==> src/rtl/frame_packer_param.sv <==
// frame_packer_param: parametrised single-clock frame packer.
// Takes DATA_W-bit words from a valid/ready stream and emits MSB-first serial
// frames {SYNC(8), CNT(8), DATA(DATA_W), CRC(8)} towards the line encoder.
// Build option: define FRAME_PACKER_CRC_EN to append the bit-serial CRC-8 byte
// (poly 0x07, init 0x00, over CNT and DATA). Without it the frame ends after DATA.
//
// Handshake rules, both sides: a transfer happens on a clk_sys rising edge
// where valid && ready are both high. s_ready is high only in IDLE. tx_valid
// and tx_bit are registered and are held unchanged until tx_ready takes the bit.
module frame_packer_param #(
  parameter int         DATA_W    = 32,
  parameter logic [7:0] SYNC_BYTE = 8'hAA,
  parameter int         GAP_BITS  = 0
) (
  input  logic              clk_sys,
  input  logic              rst_n,
  input  logic [DATA_W-1:0] s_data,
  input  logic              s_valid,
  output logic              s_ready,
  input  logic              cnt_clr,
  output logic              tx_bit,
  output logic              tx_valid,
  input  logic              tx_ready,
  output logic [7:0]        frame_count,
  output logic              busy,
  output logic [1:0]        state_dbg
);

`ifdef FRAME_PACKER_CRC_EN
  localparam int CRC_W = 8;
`else
  localparam int CRC_W = 0;
`endif
  // SYNC + CNT + DATA live in the shift register; the CRC byte is sent from its own register
  localparam int HDR_DATA_W = 16 + DATA_W;
  localparam int FRAME_W    = HDR_DATA_W + CRC_W;
  localparam int BC_W       = $clog2(FRAME_W);

  localparam logic [BC_W-1:0] LAST_BIT  = BC_W'(FRAME_W - 1);
  localparam logic [BC_W-1:0] BC_ONE    = BC_W'(1);
  localparam logic [7:0]      GAP_LAST  = 8'(GAP_BITS > 0 ? GAP_BITS - 1 : 0);
`ifdef FRAME_PACKER_CRC_EN
  localparam logic [BC_W-1:0] FIRST_CNT = BC_W'(8);
  localparam logic [BC_W-1:0] LAST_DATA = BC_W'(HDR_DATA_W - 1);
`endif

  typedef enum logic [1:0] {
    ST_IDLE = 2'd0,
    ST_SEND = 2'd1,
    ST_GAP  = 2'd2
  } state_t;

  state_t                state;
  logic [HDR_DATA_W-1:0] shift_q;
  logic [HDR_DATA_W-1:0] shift_nx;
  logic [BC_W-1:0]       bitcnt;
  logic [7:0]            cnt;
  logic [7:0]            gap_cnt;
  logic                  xfer;
  logic                  next_bit;
`ifdef FRAME_PACKER_CRC_EN
  logic [7:0]            crc_q;
  logic [7:0]            crc_nx;
  logic                  fb;
`endif

  assign xfer        = (state == ST_SEND) && tx_valid && tx_ready;
  assign shift_nx    = {shift_q[HDR_DATA_W-2:0], 1'b0};
  assign frame_count = cnt;
  assign state_dbg   = state;

`ifdef FRAME_PACKER_CRC_EN
  // CRC update for the bit leaving now, and choice of the bit that follows it
  always_comb begin
    crc_nx   = crc_q;
    fb       = crc_q[7] ^ shift_q[HDR_DATA_W-1];
    next_bit = shift_nx[HDR_DATA_W-1];
    if (bitcnt >= FIRST_CNT && bitcnt <= LAST_DATA) begin
      crc_nx = {crc_q[6:0], 1'b0} ^ (fb ? 8'h07 : 8'h00);
    end else if (bitcnt > LAST_DATA) begin
      // CRC phase: the register itself is the shifter for the trailing byte
      crc_nx = {crc_q[6:0], 1'b0};
    end
    if (bitcnt >= LAST_DATA) begin
      next_bit = crc_nx[7];
    end
  end
`else
  // Without CRC every bit comes straight out of the shift register
  always_comb begin
    next_bit = shift_nx[HDR_DATA_W-1];
  end
`endif

  // Frame counter, FSM and registered stream outputs
  always_ff @(posedge clk_sys or negedge rst_n) begin
    if (!rst_n) begin
      state    <= ST_IDLE;
      s_ready  <= 1'b1;
      tx_valid <= 1'b0;
      tx_bit   <= 1'b0;
      busy     <= 1'b0;
      cnt      <= 8'd0;
      shift_q  <= '0;
      bitcnt   <= '0;
      gap_cnt  <= 8'd0;
`ifdef FRAME_PACKER_CRC_EN
      crc_q    <= 8'd0;
`endif
    end else begin
      // clear beats increment; an accepted frame still carries the old value
      if (cnt_clr) begin
        cnt <= 8'd0;
      end else if (state == ST_IDLE && s_valid && s_ready) begin
        cnt <= cnt + 8'd1;
      end

      case (state)
        ST_IDLE: begin
          if (s_valid && s_ready) begin
            shift_q  <= {SYNC_BYTE, cnt, s_data};
            bitcnt   <= '0;
            tx_valid <= 1'b1;
            tx_bit   <= SYNC_BYTE[7];
            s_ready  <= 1'b0;
            busy     <= 1'b1;
            state    <= ST_SEND;
`ifdef FRAME_PACKER_CRC_EN
            crc_q    <= 8'd0;
`endif
          end
        end
        ST_SEND: begin
          if (xfer) begin
            shift_q <= shift_nx;
            bitcnt  <= bitcnt + BC_ONE;
`ifdef FRAME_PACKER_CRC_EN
            crc_q   <= crc_nx;
`endif
            if (bitcnt == LAST_BIT) begin
              tx_valid <= 1'b0;
              tx_bit   <= 1'b0;
              if (GAP_BITS > 0) begin
                gap_cnt <= 8'd0;
                state   <= ST_GAP;
              end else begin
                s_ready <= 1'b1;
                busy    <= 1'b0;
                state   <= ST_IDLE;
              end
            end else begin
              tx_bit <= next_bit;
            end
          end
        end
        ST_GAP: begin
          if (gap_cnt == GAP_LAST) begin
            s_ready <= 1'b1;
            busy    <= 1'b0;
            state   <= ST_IDLE;
          end else begin
            gap_cnt <= gap_cnt + 8'd1;
          end
        end
        default: begin
          tx_valid <= 1'b0;
          tx_bit   <= 1'b0;
          s_ready  <= 1'b1;
          busy     <= 1'b0;
          state    <= ST_IDLE;
        end
      endcase
    end
  end

endmodule
==> config.mk <==
export PLATFORM = sky130hd
export DESIGN_NAME = frame_packer_param
export DESIGN_NICKNAME = d
export VERILOG_FILES = /design/src/rtl/frame_packer_param.sv
export SDC_FILE = /design/constraint.sdc
export NUM_CORES = 1
export LEC_CHECK = 0
export BUFFER_PORTS_ARGS = -buffer_cell sky130_fd_sc_hd__buf_2
export CAP_MARGIN = 10
export CORE_MARGIN = 5
export CORE_UTILIZATION = 25
export CTS_BUF_LIST = sky130_fd_sc_hd__clkbuf_2
export CTS_CLUSTER_SIZE = 40
export DETAILED_ROUTE_END_ITERATION = 12
export PLACE_DENSITY = 0.39
export SLEW_MARGIN = 20
export SYNTH_ARGS = -nofsm -noshare
export SYNTH_HDL_FRONTEND = slang
export SYNTH_SLANG_ARGS = --single-unit
==> constraint.sdc <==
create_clock -name clk_sys -period 1.49 [get_ports clk_sys]
set_input_delay 0.0745 -clock clk_sys [delete_from_list [all_inputs] [get_ports clk_sys]]
set_output_delay 0.0745 -clock clk_sys [all_outputs]
set_load 0.02 [all_outputs]
==> results of run 1 <==
## layer usage
metal | global-route usage | share of wire | vias up
met5 | 0 | 0 | -
met4 | 0.0344 | 0.012 | 0
met3 | 0.0283 | 0.023 | 8
met2 | 0.194 | 0.49 | 27
met1 | 0.147 | 0.48 | 1210
li1 | - | - | 1234
## kinds of logic after synthesis
group / count (synthesis) / share of synthesized area
AOI/OAI and AO/OA: 65 / 0.114
xor gates and xnor gates: 3 / 0.00874
adders and majority gates: 2 / 0.00833
buffers and inverters: 28 / 0.0454
DFF: 64 / 0.533
muxes: 39 / 0.130
other: 1 / 0.00125
and+or+nand+nor: 95 / 0.159
## cells in the final DEF, fill, tap and decap left out, types with 6 or more instances in the layout
cell type,n
dfrtp_1,62
nand3_1,49
o21ai_0,49
buf_2,49
mux2i_1,39
dlygate4sd3_1,37
nand2_1,25
buf_4,13
a21oi_1,9
clkbuf_2,9
or3_1,6
## cell type report
class	instances	share of cell area
clock inverter	7	0.0182
clock buffer	9	0.0113
multi-input combinational	206	0.325
tap	147	0.0462
sequential	64	0.403
timing repair buffer	102	0.194
inverter	2	0.00189
## power breakdown
group          internal, uW  switching (uW)  total [uW]
Sequential             1740               0        1740
Combinational           115            81.7         197
Clock                   386             687        1070
## registers in the layout, summed over array words and instances (netlist names)
| register | count |
|---|---|
| bitcnt | 6 |
| frame_count | 8 |
| s_ready | 1 |
| shift_q | 47 |
| tx_bit | 1 |
| tx_valid | 1 |
## what timing repair did
| action | 4_1_cts | 5_1_grt |
|---|---|---|
| setup buffers | 0 | 2 |
| endpoints found under the hold margin | 105 | 0 |
| endpoints found under the setup margin | 0 | 5 |
| gates resized for setup | 0 | 3 |
| hold buffers | 37 | 0 |
## critical path: cells and delay by family, from the launching register on
kind,cells,cell delay [ps]
flip-flops,1,630
AND/OR/NAND/NOR,2,620
AO/OA/AOI/OAI,1,150
## worst min path at each step
stage	slack [ps]	from	endpoint	cells after the start
4_1_cts	40	rst_n	s_ready	2
3_5_place_dp	20	rst_n	bitcnt[2]	1
2_1_floorplan	-220	rst_n	bitcnt[0]	0
6_report	100	rst_n	s_ready	2
3_3_place_gp	20	rst_n	bitcnt[2]	1
5_1_grt	50	rst_n	s_ready	2
## through the flow
stage | setup WS [ps] | instance area [um2]
after global placement | 69.5 | 3450
after detailed placement | 50.8 | 3450
after global routing | -22.3 | 3980
after CTS | 29.1 | 3940
final | 41.5 | 3980
after floorplan | -32.4 | 3010
==> metrics, run 1 <==
total negative slack 0 ps; post-synthesis cell type count 31; register area ~0.0016 mm2; min-delay worst type input port to asynchronous set/reset pin; crit path capture frame_count[7]; Multi-input gate area 0.00129 mm2; maxcap violations 0; antenna-violating nets left 0; worst vdd ir around 0.29 mV; max-slew violations 0; Post-Layout Cell Count 537; vias per inst around 4.6; RR Startpoint s_ready; Post-synth top flop dfrtp_1; warnings from Yosys 0; reg2reg end frame_count[7]; Starting Density 0.252; Hold Vio Cnt, Final 0; pwr/cell area ~760 mW/mm2; CTS tree done; CP Launch Type flop; fin crit period approximately 1400 ps; Slew @ Worst Pin 632 ps; CP endpoint kind flop; Seq/Total Area, Yosys 0.533; CTS Buf Count 9; residual DRC count 0; row count 40; Die X-Extent between 100 and 150 um; Crit-path slowest cell dfstp_2; Post-synth EDFFs 0; CTS root buffer clkbuf_2; Syn Nets ~340; clock latency on the worst-skew pair roughly 490 ps; Req. time, crit path ~1900 ps; most instantiated cells after synthesis dfrtp_1 (63), nand3_1 (49), o21ai_0 (49); Crit. Startpoint s_ready; grt ovf 0; Setup Crit Path Kind flop to flop; total number of vias ~2500; main area contributors after synthesis dfrtp_1 (52%), mux2i_1 (13%), nand3_1 (8.2%); relative slew slack 0.577; outcome finished clean; count leader, synth dfrtp_1; Worst Path Max Fanout 6; Worst EP arrival 1880 ps; biggest area consumer among synthesized cells dfrtp_1; cell count after synthesis ~300; Synth Register Bits 64; hpwl dp 4750 um; RePlAce Congestion ~0.7; first-pass GRT wire length between 10000 and 15000 um; drt wl/cell 14.4 um; final setup vio count 0; Port Buf Inserts 49; leakage power approximately 0.0018 uW; top-area cell type share of the netlist area 0.525; R2R cell count 3; GRT Total Usage 0.115; Placed Cells incl. Taps 481; total power 3010 uW; clock-pin slew on the worst setup and hold paths 200 ps; largest net degree at the start of global routing 52; Setup Skew between 20 and 25 ps; DRT iter0 DRCs 94; worst path cell trace nand3b_4 -> or4_1 -> a21oi_1; Post-Route WL 7730 um; area grow syn2layout 32.3%; FFs w/ async S/R, synth 1.00; Core Area approximately 0.012 mm2; Die Span Y around 120 um; diode count 0; Core Util, Final 0.334; mean post-synth cell area 10.1 um2; antenna violations before repair 0; share of cells above drive strength 1 0.228; hold_ws 96.2 ps; I/O pin total a little over 50; drt first pass iters 5; synthesized area between 0.003 and 0.004 mm2; vias in the first global route roughly 2600; delay of the slowest critical-path stage around 630 ps; Fill cells roughly 1300; clock sinks 64; r2r setup slk about 42 ps; Max Fclk just under 700 MHz; H-tree levels 3; area of the die 0.0143 mm2; Final nets roughly 420; CTS max path bufs 2; fraction of the cycle the final worst path needs 0.972
Note: power is estimated with default switching activity, not from simulation.
==> run 2, diff against run 1 <==
PLACE_DENSITY = 0.51   (was 0.39)
==> run 2 against run 1 <==
Compared with the run above: combinational power fell by 2%; critical path depth rose by 1; die area did not move; count of clock-buffer cells in the layout did not move; clock power fell by 16%; clock skew rose by 10 ps; sequential power barely moved; global-route usage fell by 0.46 points; via count rose by 1.1%; hold slack improved by 10 ps.
==> metrics, run 2 (synthesized netlist as in run 1, its figures left out) <==
outcome finished clean; max FFs per register 47; CTS Buf Count 9; GRT Total Usage 0.111; fraction of the cycle the final worst path needs 0.962; area of the die 0.0143 mm2; clock latency on the worst-skew pair 490 ps; Port Buf Inserts around 50; Final nets 425; antenna violations before repair 0; DRT iter0 DRCs roughly 130; share of cells above drive strength 1 0.225; Die X-Extent around 120 um; total number of vias between 2000 and 3000; Core Area about 0.012 mm2; register area 0.00160 mm2; first-pass GRT wire length between 10000 and 15000 um; H-tree levels 3; RePlAce Congestion approximately 0.77; CTS tree done; Hold Vio Cnt, Final 0; max-slew violations 0; Req. time, crit path 1890 ps; diode count 0; clock sinks 64; row count 40; CP Launch Type flop; Placement Setup Slack between 40 and 50 ps; pwr/cell area just over 700 mW/mm2; Die Span Y ~120 um; Worst Path Max Fanout 5; Most flops, register shift_q; residual DRC count 0; hold_ws 107 ps; Starting Density 0.252; leakage power 0.00176 uW; clock-pin slew on the worst setup and hold paths 220 ps; total negative slack 0 ps; drt first pass iters 4; R2R cell count 4; Fill cells around 1200; vias in the first global route ~2600; CTS max path bufs 2; Max Fclk between 600 and 700 MHz; maxcap violations 0; vias per inst 4.66; Multi-input gate area around 0.0013 mm2; Setup Skew 35.1 ps; drt wl/cell around 14 um; CTS root buffer clkbuf_2; CP endpoint kind flop; area grow syn2layout 31.8%; setup ws final roughly 56 ps; Worst EP arrival 1830 ps; largest net degree at the start of global routing 65; final setup vio count 0; grt ovf 0; RSZ-0062 raised after global routing yes; Post-Route WL between 7000 and 8000 um; fin crit period ~1400 ps; leading cell types in the layout, fill and taps excluded dfrtp_1 (62), nand3_1 (49), o21ai_0 (49), buf_2 (49), mux2i_1 (39); Setup Crit Path Kind flop to flop; worst vdd ir 0.271 mV; antenna-violating nets left 0; min-delay worst type input port to asynchronous set/reset pin; I/O pin total 51; hpwl dp approximately 4800 um; commonest non-fill, non-tap cell in the layout dfrtp_1
run 2: cell type report:
class	count	area share
Sequential cell	64	0.405
Multi-Input combinational cell	205	0.322
Timing Repair Buffer	104	0.202
Tap cell	147	0.0464
Clock inverter	7	0.0123
Clock buffer	9	0.0114
Inverter	2	0.00190
run 2: timing repair:
action | in CTS | in global routing
resized for setup | 0 | 3
endpoints found under the setup margin | 0 | 5
setup buffers | 0 | 6
hold buffers | 36 | 0
endpoints found under the hold margin | 106 | 0
run 2: through the flow:
| step | util | instance area, um2 | instances | power, uW |
|---|---|---|---|---|
| 6_report | 0.333 | 3960 | 538 | 2830 |
| 5_1_grt | 0.333 | 3960 | 538 | 3000 |
| 4_1_cts | 0.328 | 3910 | 532 | 2880 |
| 3_5_place_dp | 0.290 | 3460 | 480 | 1900 |
| 3_3_place_gp | 0.290 | 3460 | 480 | 1890 |
| 2_1_floorplan | - | 3010 | 297 | 1800 |
run 2: power by group:
part / switching (uW) / internal (uW)
combinational: 79.3 / 114
clock: 681 / 214
sequential: 0 / 1740
run 2: final timing paths:
path / start / endpoint / slack, ps
min: rst_n / shift_q[25] / 110
max in group asynchronous: rst_n / s_ready / 1040
max: frame_count[0] / frame_count[6] / 60
max reg2reg: frame_count[0] / frame_count[6] / 60
min in group clk_sys: s_data[0] / shift_q[0] / 320
min reg2reg: shift_q[40] / shift_q[41] / 490
run 2: critical path: stages (launching register included):
cell and delay (ps):
dfrtp_1 460, ha_1 200, nand4b_1 180, or3_1 390
a21oi_1 150
run 2: per-layer routing:
| layer | GRT usage | vias up | part of all wire |
|---|---|---|---|
| li1 | - | 1238 | - |
| met3 | 0.0231 | 8 | 0.031 |
| met2 | 0.188 | 39 | 0.49 |
| met4 | 0.0344 | 0 | 0.0085 |
| met1 | 0.141 | 1222 | 0.47 |
| met5 | 0 | - | 0 |
==> run 3, diff against run 2 <==
--- a/config.mk
+++ b/config.mk
@@ -14,3 +14,3 @@
 export DETAILED_ROUTE_END_ITERATION = 12
-export PLACE_DENSITY = 0.51
+export PLACE_DENSITY = 0.5
 export SLEW_MARGIN = 20
@@ -19 +19,2 @@
 export SYNTH_SLANG_ARGS = --single-unit
+export TNS_END_PERCENT = 1
==> constraint.sdc (replaced) <==
create_clock -name clk_sys -period 1.5 [get_ports clk_sys]
set_input_delay 0.15 -clock clk_sys [delete_from_list [all_inputs] [get_ports clk_sys]]
set_output_delay 0.15 -clock clk_sys [all_outputs]
set_load 0.02 [all_outputs]
==> run 3 against run 2 <==
Compared with the run above: die area stayed put; count of clock-buffer cells in the layout stayed put; first-iteration DRC count is 6.7% higher; sequential power hardly changed; critical path depth is 1 lower; largest cell class unchanged.
==> metrics, run 3 (synthesized netlist as in run 1, its figures left out) <==
register area 0.00160 mm2; fin crit period roughly 1400 ps; antenna-violating nets left 0; max FFs per register 47; Die X-Extent 120 um; Most flops, register shift_q; vias in the first global route about 2600; Req. time, crit path about 1900 ps; Setup Skew 20.9 ps; pwr/cell area ~730 mW/mm2; Core Area about 0.012 mm2; Fill cells about 1200; CTS root buffer clkbuf_2; commonest non-fill, non-tap cell in the layout dfrtp_1; drt first pass iters 4; r2r setup slk between 60 and 70 ps; CTS tree done; Setup Crit Path Kind flop to flop; total power around 2900 uW; total number of vias 2507; worst vdd ir 0.314 mV; I/O pin total 51; total negative slack 0 ps; area grow syn2layout 32.4%; Comb pwr share 0.066; CTS max path bufs 2; min-delay worst type input port to asynchronous set/reset pin; outcome finished clean; diode count 0; net switching power between 600 and 700 uW; Clock power frac 0.337; leakage power around 0.0018 uW; Post-Route WL approximately 7700 um; Starting Density 0.252; Multi-input gate area 0.00128 mm2; maxcap violations 0; DRT iter0 DRCs around 140; clock-pin slew on the worst setup and hold paths about 190 ps; clock latency on the worst-skew pair around 480 ps; Die Span Y between 100 and 150 um; vias per inst between 4 and 5; max-slew violations 0; first-pass GRT wire length around 13000 um; RSZ-0062 raised after global routing no; Final nets ~420; row count 40; area of the die around 0.014 mm2; Pint ~2200 uW; hpwl dp about 4900 um; CP Launch Type flop; Port Buf Inserts just under 50; antenna violations before repair 0; Worst Path Max Fanout 9; GRT Total Usage 0.111; residual DRC count 0; Sw Ratio 0.241; clock sinks 64; Max Fclk between 600 and 700 MHz; grt ovf 0; leading cell types in the layout, fill and taps excluded dfrtp_1 (62), nand3_1 (49), buf_2 (49); largest net degree at the start of global routing 51; Hold Vio Cnt, Final 0; CTS Buf Count 9; RePlAce Congestion just under 0.8; CP endpoint kind flop; drt wl/cell 14.4 um; H-tree levels 3; fraction of the cycle the final worst path needs 0.955; Worst EP arrival about 1900 ps; final setup vio count 0; share of power burned in registers 0.597; share of cells above drive strength 1 0.219
## run 3: changes by cell type in the layout (fill, tap and decap cells not counted), moves of 2 or more
| cell | delta |
|---|---|
| clkinv_4 | -2 |
| o21ai_0 | -3 |
| o21ai_1 | +3 |
| clkinv_1 | +2 |
| clkinvlp_4 | -3 |
| buf_4 | -2 |
## run 3: repair_timing
action / 4_1_cts / 5_1_grt
buffers inserted: 1 / 1
gates resized for setup: 3 / 7
gates cloned: 1 / 0
endpoints found under the hold margin: 104 / 0
setup endpoints to repair: 3 / 24
hold buffers: 35 / 0
## run 3: routing by layer
metal,GRT usage,up-vias,wire length (um)
met5,0,-,0
met4,0.0279,0,114
met3,0.0292,11,277
met2,0.180,45,3690
met1,0.149,1220,3640
li1,-,1231,-
## run 3: power by group through the flow
stage	clock (uW)	sequential, uW	combinational, uW
4_1_cts	1020	1730	198
5_1_grt	1080	1730	218
3_3_place_gp	0	1760	127
2_1_floorplan	0	1760	27.5
3_5_place_dp	0	1760	128
6_report	975	1730	192
## run 3: critical path, stage by stage, from the launching register on
cell      delay, ps
dfstp_2         610
nand3b_4        120
or4_1           510
a21oi_1         150
## run 3: cell type report
cell class	count	share of cell area
multi-input combinational	205	0.321
clock inverter	6	0.0129
inverter	2	0.00189
timing repair buffer	102	0.203
clock buffer	9	0.0113
sequential	64	0.403
tap	147	0.0462
## run 3: final timing paths
| check | depth (start not counted) | endpoint | start |
|---|---|---|---|
| worst max-delay path | 3 | frame_count[7] | s_ready |
| worst min-delay path | 2 | shift_q[28] | rst_n |
| worst max register to register | 3 | frame_count[7] | s_ready |
| worst min register to register | 2 | shift_q[44] | shift_q[43] |
| max in group asynchronous | 3 | s_ready | rst_n |
| min in group clk_sys | 4 | frame_count[3] | s_valid |
## run 3: metrics by stage
stage	hold slack, ps	instances	utilization	area (um2)	setup slack [ps]
final	40.0	535	0.334	3980	67.8
after global routing	23.0	535	0.334	3980	7.56
after CTS	14.1	534	0.332	3960	5.67
after detailed placement	41.3	482	0.290	3460	79.5
after global placement	41.6	482	0.290	3460	87.6
after floorplan	-146	297	-	3010	-22.4
